==> config.mk <==
export PLATFORM = sky130hd
export DESIGN_NAME = v_mem_seq
export DESIGN_NICKNAME = d
export VERILOG_FILES = /design/src/rtl/v_mem_seq_pkg.sv /design/src/rtl/v_mem_lane.sv /design/src/rtl/v_mem_seq.sv
export SDC_FILE = /design/constraint.sdc
export NUM_CORES = 2
export LEC_CHECK = 0
export CAP_MARGIN = 40
export CELL_PAD_IN_SITES_DETAIL_PLACEMENT = 1
export CELL_PAD_IN_SITES_GLOBAL_PLACEMENT = 1
export CORE_AREA = 2 2 514 516
export CTS_CLUSTER_DIAMETER = 150
export DETAILED_ROUTE_END_ITERATION = 10
export DIE_AREA = 0 0 516 518
export PLACE_DENSITY_LB_ADDON = 0.25
export SETUP_SLACK_MARGIN = 0.5
export SLEW_MARGIN = 20
export SYNTH_ARGS = -nofsm -noshare
export SYNTH_HDL_FRONTEND = slang
export SYNTH_SLANG_ARGS = --single-unit
==> constraint.sdc <==
create_clock -name clk -period 6.4 [get_ports clk]
set_clock_uncertainty 0.2 [all_clocks]
set_input_delay 1.6 -clock clk [delete_from_list [all_inputs] [get_ports clk]]
set_output_delay 1.6 -clock clk [all_outputs]
set_load 0.005 [all_outputs]
==> src/rtl/v_mem_seq_pkg.sv <==
// Shared vector memory definitions: element geometry, width codes,
// sequencer states and the captured request bundle.
package v_mem_seq_pkg;

  localparam int VLEN   = 512;
  localparam int ELEN   = 64;
  localparam int ADDR_W = 64;
  localparam int NELEM  = VLEN / ELEN;

  typedef enum logic [1:0] {
    W8,
    W16,
    W32,
    W64
  } width_e;

  typedef enum logic [1:0] {
    IDLE,
    REQ,
    WAIT,
    DONE
  } state_e;

  typedef struct packed {
    logic              we;
    logic              sign;
    width_e            width;
    logic [2:0]        last;
    logic [ADDR_W-1:0] addr;
    logic [VLEN-1:0]   wdata;
  } mreq_t;

  // Unit-stride ops and oversized codes both move full 64-bit elements.
  function automatic width_e clamp_width(
    input logic       ext,
    input logic [2:0] w
  );
    if (!ext || w > 3'd3) return W64;
    return width_e'(w[1:0]);
  endfunction

endpackage

==> src/rtl/v_mem_lane.sv <==
// Byte-lane steering for one element: load extract/extend and
// store data/strobe positioning within a 64-bit memory word.
module v_mem_lane
  import v_mem_seq_pkg::*;
(
  input  logic [2:0]  lane,
  input  width_e      width,
  input  logic        sign,
  input  logic [63:0] rdata,
  input  logic [63:0] wsrc,
  output logic [63:0] ldata,
  output logic [63:0] wdata,
  output logic [7:0]  wstrb
);

  logic [5:0]  sh;
  logic [63:0] shifted;
  logic [63:0] wtrunc;
  logic [7:0]  smask;

  assign sh      = {lane, 3'b000};
  assign shifted = rdata >> sh;

  always_comb begin
    ldata  = shifted;
    wtrunc = wsrc;
    smask  = 8'hff;
    unique case (width)
      W8: begin
        ldata  = {{56{sign & shifted[7]}}, shifted[7:0]};
        wtrunc = {56'd0, wsrc[7:0]};
        smask  = 8'h01;
      end
      W16: begin
        ldata  = {{48{sign & shifted[15]}}, shifted[15:0]};
        wtrunc = {48'd0, wsrc[15:0]};
        smask  = 8'h03;
      end
      W32: begin
        ldata  = {{32{sign & shifted[31]}}, shifted[31:0]};
        wtrunc = {32'd0, wsrc[31:0]};
        smask  = 8'h0f;
      end
      W64: begin
        ldata  = shifted;
        wtrunc = wsrc;
        smask  = 8'hff;
      end
    endcase
  end

  assign wdata = wtrunc << sh;
  assign wstrb = smask << lane;

endmodule

==> src/rtl/v_mem_seq.sv <==
// Vector load/store sequencer: one memory access per element,
// stalls decode via busy_o until the response pulse.
module v_mem_seq
  import v_mem_seq_pkg::*;
(
  input  logic              clk,
  input  logic              rst,
  input  logic              req_valid_i,
  output logic              req_ready_o,
  input  logic              req_we_i,
  input  logic              req_ext_i,
  input  logic [ADDR_W-1:0] req_addr_i,
  input  logic [2:0]        req_width_i,
  input  logic [2:0]        req_len_i,
  input  logic              req_sign_i,
  input  logic [VLEN-1:0]   req_wdata_i,
  output logic              mem_en_o,
  input  logic              mem_ready_i,
  output logic              mem_we_o,
  output logic [ADDR_W-1:0] mem_addr_o,
  output logic [7:0]        mem_wstrb_o,
  output logic [63:0]       mem_wdata_o,
  input  logic              mem_rvalid_i,
  input  logic [63:0]       mem_rdata_i,
  output logic              resp_valid_o,
  output logic              resp_err_o,
  output logic [VLEN-1:0]   resp_data_o,
  output logic              busy_o
);

  state_e          state_q;
  state_e          state_d;
  mreq_t           req_q;
  logic [2:0]      k_q;
  logic [VLEN-1:0] res_q;
  logic            err_q;

  logic              hs;
  logic              last;
  logic              misalign;
  logic [2:0]        amask;
  logic [ADDR_W-1:0] ea;
  logic [63:0]       ldata;
  logic [63:0]       lwdata;
  logic [7:0]        lwstrb;

  assign req_ready_o  = (state_q == IDLE);
  assign busy_o       = (state_q != IDLE);
  assign resp_valid_o = (state_q == DONE);
  assign resp_err_o   = err_q;
  assign resp_data_o  = res_q;

  assign hs   = req_valid_i && req_ready_o;
  assign last = (k_q == req_q.last);

  // Element stride is a power of two, so k*B is a shift.
  assign ea       = req_q.addr + (ADDR_W'(k_q) << req_q.width);
  assign amask    = 3'((4'd1 << req_q.width) - 4'd1);
  assign misalign = (ea[2:0] & amask) != 3'd0;

  v_mem_lane u_lane (
    .lane  (ea[2:0]),
    .width (req_q.width),
    .sign  (req_q.sign),
    .rdata (mem_rdata_i),
    .wsrc  (req_q.wdata[{k_q, 6'd0} +: ELEN]),
    .ldata (ldata),
    .wdata (lwdata),
    .wstrb (lwstrb)
  );

  always_comb begin
    state_d     = state_q;
    mem_en_o    = 1'b0;
    mem_we_o    = 1'b0;
    mem_addr_o  = '0;
    mem_wstrb_o = '0;
    mem_wdata_o = '0;
    unique case (state_q)
      IDLE: if (hs) state_d = REQ;
      REQ: begin
        if (misalign) begin
          state_d = DONE;
        end else begin
          mem_en_o   = 1'b1;
          mem_we_o   = req_q.we;
          mem_addr_o = {ea[ADDR_W-1:3], 3'b000};
          if (req_q.we) begin
            mem_wstrb_o = lwstrb;
            mem_wdata_o = lwdata;
          end
          if (mem_ready_i) begin
            if (!req_q.we) state_d = WAIT;
            else if (last) state_d = DONE;
          end
        end
      end
      WAIT: if (mem_rvalid_i) state_d = last ? DONE : REQ;
      DONE: state_d = IDLE;
    endcase
  end

  always_ff @(posedge clk or negedge rst) begin
    if (!rst) begin
      state_q <= IDLE;
      req_q   <= '0;
      k_q     <= '0;
      res_q   <= '0;
      err_q   <= 1'b0;
    end else begin
      state_q <= state_d;
      if (hs) begin
        req_q.we    <= req_we_i;
        req_q.sign  <= req_sign_i;
        req_q.width <= clamp_width(req_ext_i, req_width_i);
        req_q.last  <= req_ext_i ? req_len_i : 3'(NELEM - 1);
        req_q.addr  <= req_addr_i;
        req_q.wdata <= req_wdata_i;
        k_q         <= '0;
        res_q       <= '0;
        err_q       <= 1'b0;
      end
      if (state_q == REQ && misalign) err_q <= 1'b1;
      if (state_q == REQ && !misalign && mem_ready_i &&
          req_q.we && !last)
        k_q <= k_q + 3'd1;
      if (state_q == WAIT && mem_rvalid_i) begin
        res_q[{k_q, 6'd0} +: ELEN] <= ldata;
        if (!last) k_q <= k_q + 3'd1;
      end
    end
  end

endmodule

# Word level (Yosys, flattened, before mapping)
# Index checks and enable logic that the tools add are counted.
[classes] addsub=4 magnitude_cmp=1 eq_ne=11 n_shift=8 n_mux=37 bitwise=4 n_reduce_logical=17
[ops] cell="512-bit two-way mux" n=2
[ops] cell="512-bit bitwise mux" n=1
[ops] cell="64-bit one-hot mux with 4 select lines" n=2
[ops] cell="64-bit by 11-bit variable shift with 512-bit output, first input constant" n=1
[ops] cell="512-bit by 10-bit indexed part select with 64-bit output" n=1
[ops] cell="64-bit by 11-bit indexed part select with 512-bit output" n=1
[ops] cell="64-bit two-way mux" n=5
[ops] cell="64-bit adder" n=1
[ops] cell="3-bit by 2-bit left shift with 64-bit output" n=1
[ops] cell="64-bit by 6-bit left shift with 64-bit output" n=1
[ops] cell="64-bit by 6-bit >> shifter with 64-bit output" n=1
[ops] cell="8-bit one-hot mux with 4 select lines" n=1
[ops] cell="8-bit two-way mux" n=3
[ops] cell="2-bit two-way mux" n=9
[ops] cell="3-bit two-way mux" n=5
[ops] cell="9-bit negator with 11-bit output" n=1
[ops] cell="2-bit == test, second input constant" n=4
[ops] cell="1-bit two-way mux" n=8
[ops] cell="2-bit one-hot mux with 4 select lines" n=1
[ops] cell="8-bit by 3-bit left shift with 8-bit output" n=1
[ops] cell="1-bit logical AND" n=7
[ops] cell="2-bit by 1-bit == test with 1-bit output, second input constant" n=2
[ops] cell="2-bit zero test" n=2
[ops] cell="4-bit inequality test, second input constant" n=1
[ops] cell="15 further kinds" n=20
[word_totals] ff_bits=1101 in_bits=654 output_inout_bits=654 elab_cells=92

# Logic depth before layout (Yosys ltp)
[logic_depth] ltp_word=12 depth_mapped=18 ltp_nobuf=11

# Cells and area by module
# A second synthesis with hierarchy kept.
[hier_totals] hier_cells=5914 area_unflattened_um2=52320.2
[modules_own_cells] mod="v_mem_seq" n_inst=1 cells_per_inst=5341 area_each_um2=48176.2 seq_area_each_um2=27551.4
[modules_own_cells] mod="v_mem_lane" n_inst=1 cells_per_inst=573 area_each_um2=4144.0 seq_area_each_um2=0.0

# Worst setup path before layout
# OpenSTA, ideal clock, no wires.
[synth_timing] kind="register -> output" from="register k_q[0]" to="output mem_wstrb_o[1]" t_arrival_ps=4979 t_required_ps=4600 slack_ps=-379 stages_incl_launch_ff=17 n_path_buf=11 cell_sequence="dfrtp_1 > buf_2 > buf_2 > buf_2 > buf_2 > buf_1 > mux2i_1 > or2_2 > fa_1 > buf_1 > clkbuf_1 > buf_1 > clkbuf_1 > clkbuf_1 > nand3_1 > clkbuf_1 > a21oi_1"
[synth_between] elab_chain_len=6 word_cells_on_any_way=8 classes_between="add/sub: 1; shift: 2; mux: 3; bitwise: 1; reduce/logical: 1"
[synth_lines] item="start, declared" line_no="v_mem_seq.sv:34" rtl="logic [2:0] k_q;"
[synth_lines] item="start signal, assigned" line_no="v_mem_seq.sv:126" rtl="k_q <= k_q + 3'd1;"
[synth_lines] item="start signal, assigned" line_no="v_mem_seq.sv:129" rtl="if (!last) k_q <= k_q + 3'd1;"
[synth_lines] item="3-bit by 2-bit left shift with 64-bit output (*)" line_no="v_mem_seq.sv:57" rtl="assign ea = req_q.addr + (ADDR_W'(k_q) << req_q.width);"
[synth_lines] item="64-bit adder (*)" line_no="v_mem_seq.sv:57"
[synth_lines] item="8-bit by 3-bit left shift with 8-bit output / 3-bit bitwise AND (equally long branches)" line_no="v_mem_lane.sv:53, v_mem_seq.sv:59"
[synth_lines] item="8-bit two-way mux / 3-bit nonzero test (equally long branches)" line_no="v_mem_seq.sv:88, v_mem_seq.sv:59"
[synth_lines] item="8-bit two-way mux (*)" line_no="v_mem_seq.sv:82" rtl="if (misalign) begin"
[synth_lines] item="8-bit two-way mux (*)" line_no="v_mem_seq.sv:79" rtl="unique case (state_q)"
[synth_lines] item="end, declared" line_no="v_mem_seq.sv:21" rtl="output logic [7:0] mem_wstrb_o,"
# Every way passes the cells marked *; elsewhere a longest branch is shown, timed or not.

# Final worst setup path
[layout_timing] from="register, netlist name req_q[579]" to="output mem_wdata_o[42]"
[layout_between] elab_chain_len=6 word_cells_on_any_way=15 classes_between="add/sub: 2; eq/ne: 3; shift: 3; mux: 4; bitwise: 1; reduce/logical: 2"
[layout_lines] item="3-bit by 2-bit left shift with 64-bit output (tied with other cells)" line_no="v_mem_seq.sv:57"
[layout_lines] item="64-bit adder (tied with other cells)" line_no="v_mem_seq.sv:57"
[layout_lines] item="64-bit by 6-bit left shift with 64-bit output / 3-bit bitwise AND (equally long branches)" line_no="v_mem_lane.sv:52, v_mem_seq.sv:59"
[layout_lines] item="64-bit two-way mux / 3-bit nonzero test (equally long branches)" line_no="v_mem_seq.sv:88, v_mem_seq.sv:59"
[layout_lines] item="64-bit two-way mux (*)" line_no="v_mem_seq.sv:82"
[layout_lines] item="64-bit two-way mux (*)" line_no="v_mem_seq.sv:79"
[layout_lines] item="end, declared" line_no="v_mem_seq.sv:22" rtl="output logic [63:0] mem_wdata_o,"
# Every way passes the cells marked *; elsewhere a longest branch is shown, timed or not. The select of a mux whose other input is x is not followed.

==> summary by stage <==
Floorplan
The initial core utilization is between 10% and 20%. The standard-cell row count is 188. The x dimension of the die is 516 µm. The total core area is roughly 260000 µm². The chip height is 518 µm. The die covers around 270000 µm².

The I/O pin total is 1308.

STA
Timing would allow up to between 0.15 and 0.2 GHz. The worst hold slack after final layout is 0.266 ns. Setup violations remaining at the end of the flow were counted as 0. The worst path uses around 94% of the clock period. For the pin with the worst max-slew slack, the measured transition is between 0.9 and 1 ns. The number of slew-limit violations in the final report is 0. Setup repair after global routing could not meet its margin everywhere.

The time the final worst path needs with I/O delays and setup is 6.00 ns. The worst max-slew margin expressed relative to the limit is 33.6%. The number of failing hold endpoints at the final stage is 0.

GRT
Entering global routing, the biggest net connects 158 pins. Global routing used a little under a quarter of the available tracks across all layers. The number of antenna violations at the first check in global routing is ~140.

The global-route wire length before repair is 428 mm. The number of global-route vias before repair is 50573. The total overflow left after global routing is 0.

CTS
No sink is reached through more buffers than the 3 on the longest clock path. After clock tree synthesis, the flow added hold-fix buffers numbering 0. The later-pin clock latency in the skew report is 0.79 ns.

The number of CTS-inserted buffers is 143. The number of levels the H-tree was split into is 4. The cell at the root of the clock tree is sky130_fd_sc_hd__clkbuf_16.

TritonCTS built the clock tree. The clock sink count is between 1000 and 1500. After clock tree synthesis, the clock-pin slew on the worst setup and hold paths is roughly 0.050 ns.

Finish
Cells with a size suffix above 1 make up 16.3% of the layout. Compared with the post-synthesis result, the final layout area differs by 53.3%. The utilization of the core after routing is 29.6%. In the layout the commonest cells are sky130_fd_sc_hd__nand2_1, sky130_fd_sc_hd__clkdlybuf4s50_1, sky130_fd_sc_hd__dfrtp_1.

After routing the design area is 77300 µm². The area taken by flip-flops and latches is 27600 µm². The library cell used most frequently in the layout, excluding fill and tap cells, is sky130_fd_sc_hd__nand2_1.

The layout has 29719 filler cells. At the end of the flow, the number of nets in the layout was 7538. The multi-input gate area in the final layout is approximately 23000 µm².

Synth
The synthesized design spends more area on one cell type than any other, namely sky130_fd_sc_hd__dfrtp_1. The count of flip-flops with a built-in enable after synthesis is 0. The leading register cell type out of synthesis is sky130_fd_sc_hd__dfrtp_1. The number of synthesis warnings is 0.

The post-synthesis async set-or-reset flop share is between 90% and 100%. Averaged over all synthesized cells, the footprint is 9.25 µm². Sorting the synthesized cells by area gives the leading types as sky130_fd_sc_hd__dfrtp_1, sky130_fd_sc_hd__nand2_1, sky130_fd_sc_hd__mux4_2. The number of standard cells after synthesis is 5454.

The cell area that synthesis handed to floorplanning was 50400 µm². The sequential area share after synthesis is around 55%. The portion of synthesized cell area occupied by the leading cell type is 54.6%. The number of synthesized register bits is 1101.

The number of different library cells in the post-synthesis netlist is 77.

Detailed routing
The first-pass iteration count of the detailed router is 5. The DRC violation count after routing is 0. The number of DRC violations after detailed-routing iteration 0 is a little over 3000. The count of nets left with antenna violations once routing finished came out at 0. The final layout contains routed wiring with a total length of 316 mm. After detailed routing, the average wire length per cell comes to between 20 and 30 µm. The final route contains about 48000 vias.

The average via count per standard cell is around 4.6.

Worst setup path
The critical path in this run is classified as reg2out. The cell repeated most along the worst path is sky130_fd_sc_hd__buf_12. Data on the critical path arrives at its endpoint at 4.20 ns. The critical path capture point type is an output port. Counting cells, the worst reg-to-reg path comes to 15. The cell type group with the largest total delay on the critical path is simple AND/OR/NAND/NOR gates. The critical path depth in cells is 17.

The critical path goes through or3b_4 -> inv_8 -> ha_4 -> inv_2 -> fa_4 -> buf_12 -> buf_8 -> and2_4 -> nand2_4 -> nor2_4 -> buf_12 -> buf_8 -> buf_12 -> nand3_2 -> o221a_4 -> nor2_4 -> buf_2. The slowest cell on the critical path is sky130_fd_sc_hd__fa_4. On the worst path, the slowest cell contributes a delay of 0.80 ns. The critical path required time is 4.60 ns.

STA classifies the critical path startpoint as a flip-flop. Along the worst path, the maximum fanout reaches 4. The combined buffer and inverter count along the critical path is 8.

Run
Across the run, the number of max-cap violations was 0.

Hold path
The worst hold path was traced through 2 stages. The path type of the worst min-delay path is reg2reg.

Placed design
The count of input and output buffers is between 1000 and 1500. After detailed placement, the total cell area comes to 69000 µm². The HPWL after detailed placement is around 240 mm.

The global placement routability congestion is 0.878.

Power
The worst-case IR drop observed on VDD is 0.407 mV. The final total power is ~40 mW. In this run the static leakage power is 34.2 nW. The power density relative to cell area is 527 nW/µm².

Status
The flow ran to the end, and the final reports show no timing, DRC or antenna violations.
==> synthesized netlist by cell type (28+ instances only) <==
cell type	number
sky130_fd_sc_hd__a21oi_1	108
sky130_fd_sc_hd__xor2_1	37
sky130_fd_sc_hd__mux2i_1	118
sky130_fd_sc_hd__clkbuf_1	336
sky130_fd_sc_hd__mux4_2	119
sky130_fd_sc_hd__nand2_1	2213
sky130_fd_sc_hd__o31ai_1	93
sky130_fd_sc_hd__nand3_1	179
sky130_fd_sc_hd__nor3_1	45
sky130_fd_sc_hd__a22o_1	86
sky130_fd_sc_hd__dfrtp_1	1101
sky130_fd_sc_hd__nor2_1	171
sky130_fd_sc_hd__a22oi_1	28
sky130_fd_sc_hd__o21ai_0	373
==> metal layers <==
| metal | track usage, % | up-vias | wire length, µm |
|---|---|---|---|
| met2 | 39.5 | 1686 | 155000 |
| li1 | - | 21320 | - |
| met1 | 27.0 | 24528 | 125000 |
| met5 | 0 | - | 639 |
| met3 | 5.55 | 579 | 20000 |
| met4 | 9.02 | 96 | 14800 |
==> worst paths after layout <==
| kind | startpoint | end | slack (ns) |
|---|---|---|---|
| max | req_q[579] | mem_wdata_o[42] | 0.40 |
| min | req_q[286] | req_q[286] | 0.27 |
| max reg2reg | req_q[579] | resp_data_o[33] | 1.34 |
| min reg2reg | req_q[286] | req_q[286] | 0.27 |
| max in group asynchronous | rst | resp_data_o[98] | 3.97 |
| min in group asynchronous | rst | resp_data_o[134] | 0.67 |
==> worst register-to-register path, delay by kind of cell (launching register included) <==
family	cells	cell delay, ns
buffers and inverters	6	1.04
xor gates and xnor gates	1	0.38
DFF	1	0.42
adders and majority gates	2	0.64
and+or+nand+nor	1	0.46
AOI/OAI and AO/OA	4	1.21
muxes	1	0.60
==> logic make-up (layout without fill, tap and decap cells) <==
family / Yosys count / after routing / synth area share, %
fa+ha+maj: 13 / 13 / 0.337
buf+inv: 418 / 1949 / 3.23
flops: 1101 / 1101 / 54.6
mux: 259 / 259 / 8.15
other cells: 1 / 57 / 0.00744
xor+xnor: 47 / 47 / 0.853
simple gates: 2744 / 2744 / 21.8
compound gates: 871 / 871 / 11.0
==> flip-flops by register name, summed over array words and instances (netlist names) <==
name	cells
resp_err_o	1
req_q	583
k_q	3
state_q	2
resp_data_o	512
==> power breakdown <==
| group | internal, mW | leakage (nW) | switching (mW) |
|---|---|---|---|
| clock | 5.05 | 2.40 | 3.49 |
| sequential | 8.86 | 14.5 | 1.43 |
| combinational | 7.42 | 17.3 | 14.5 |
==> stage by stage <==
stage               TNS, ns  setup WS (ns)  instances
finish                    0          0.403      10556
global route              0          0.199      10532
CTS                       0          0.248      10448
detailed placement  -0.0302        -0.0154      10108
global placement    -0.0173       -0.00686      10080
floorplan                 0          0.547       5456
==> repair_timing <==
item | in CTS | in global routing
buffers inserted | 71 | 43
pin swaps | 58 | 74
resized for setup | 515 | 316
setup endpoints to repair | 135 | 125
cloned | 8 | 9
==> layout make-up <==
cell class / count / area share (%)
clock buffer: 210 / 5.40
inverter: 32 / 0.193
multi-input combinational: 3937 / 30.0
tap: 3515 / 5.69
antenna: 54 / 0.175
clock inverter: 51 / 0.990
sequential: 1101 / 35.7
timing repair buffer: 1656 / 21.9
No activity file was read; power rests on OpenSTA's default activity.
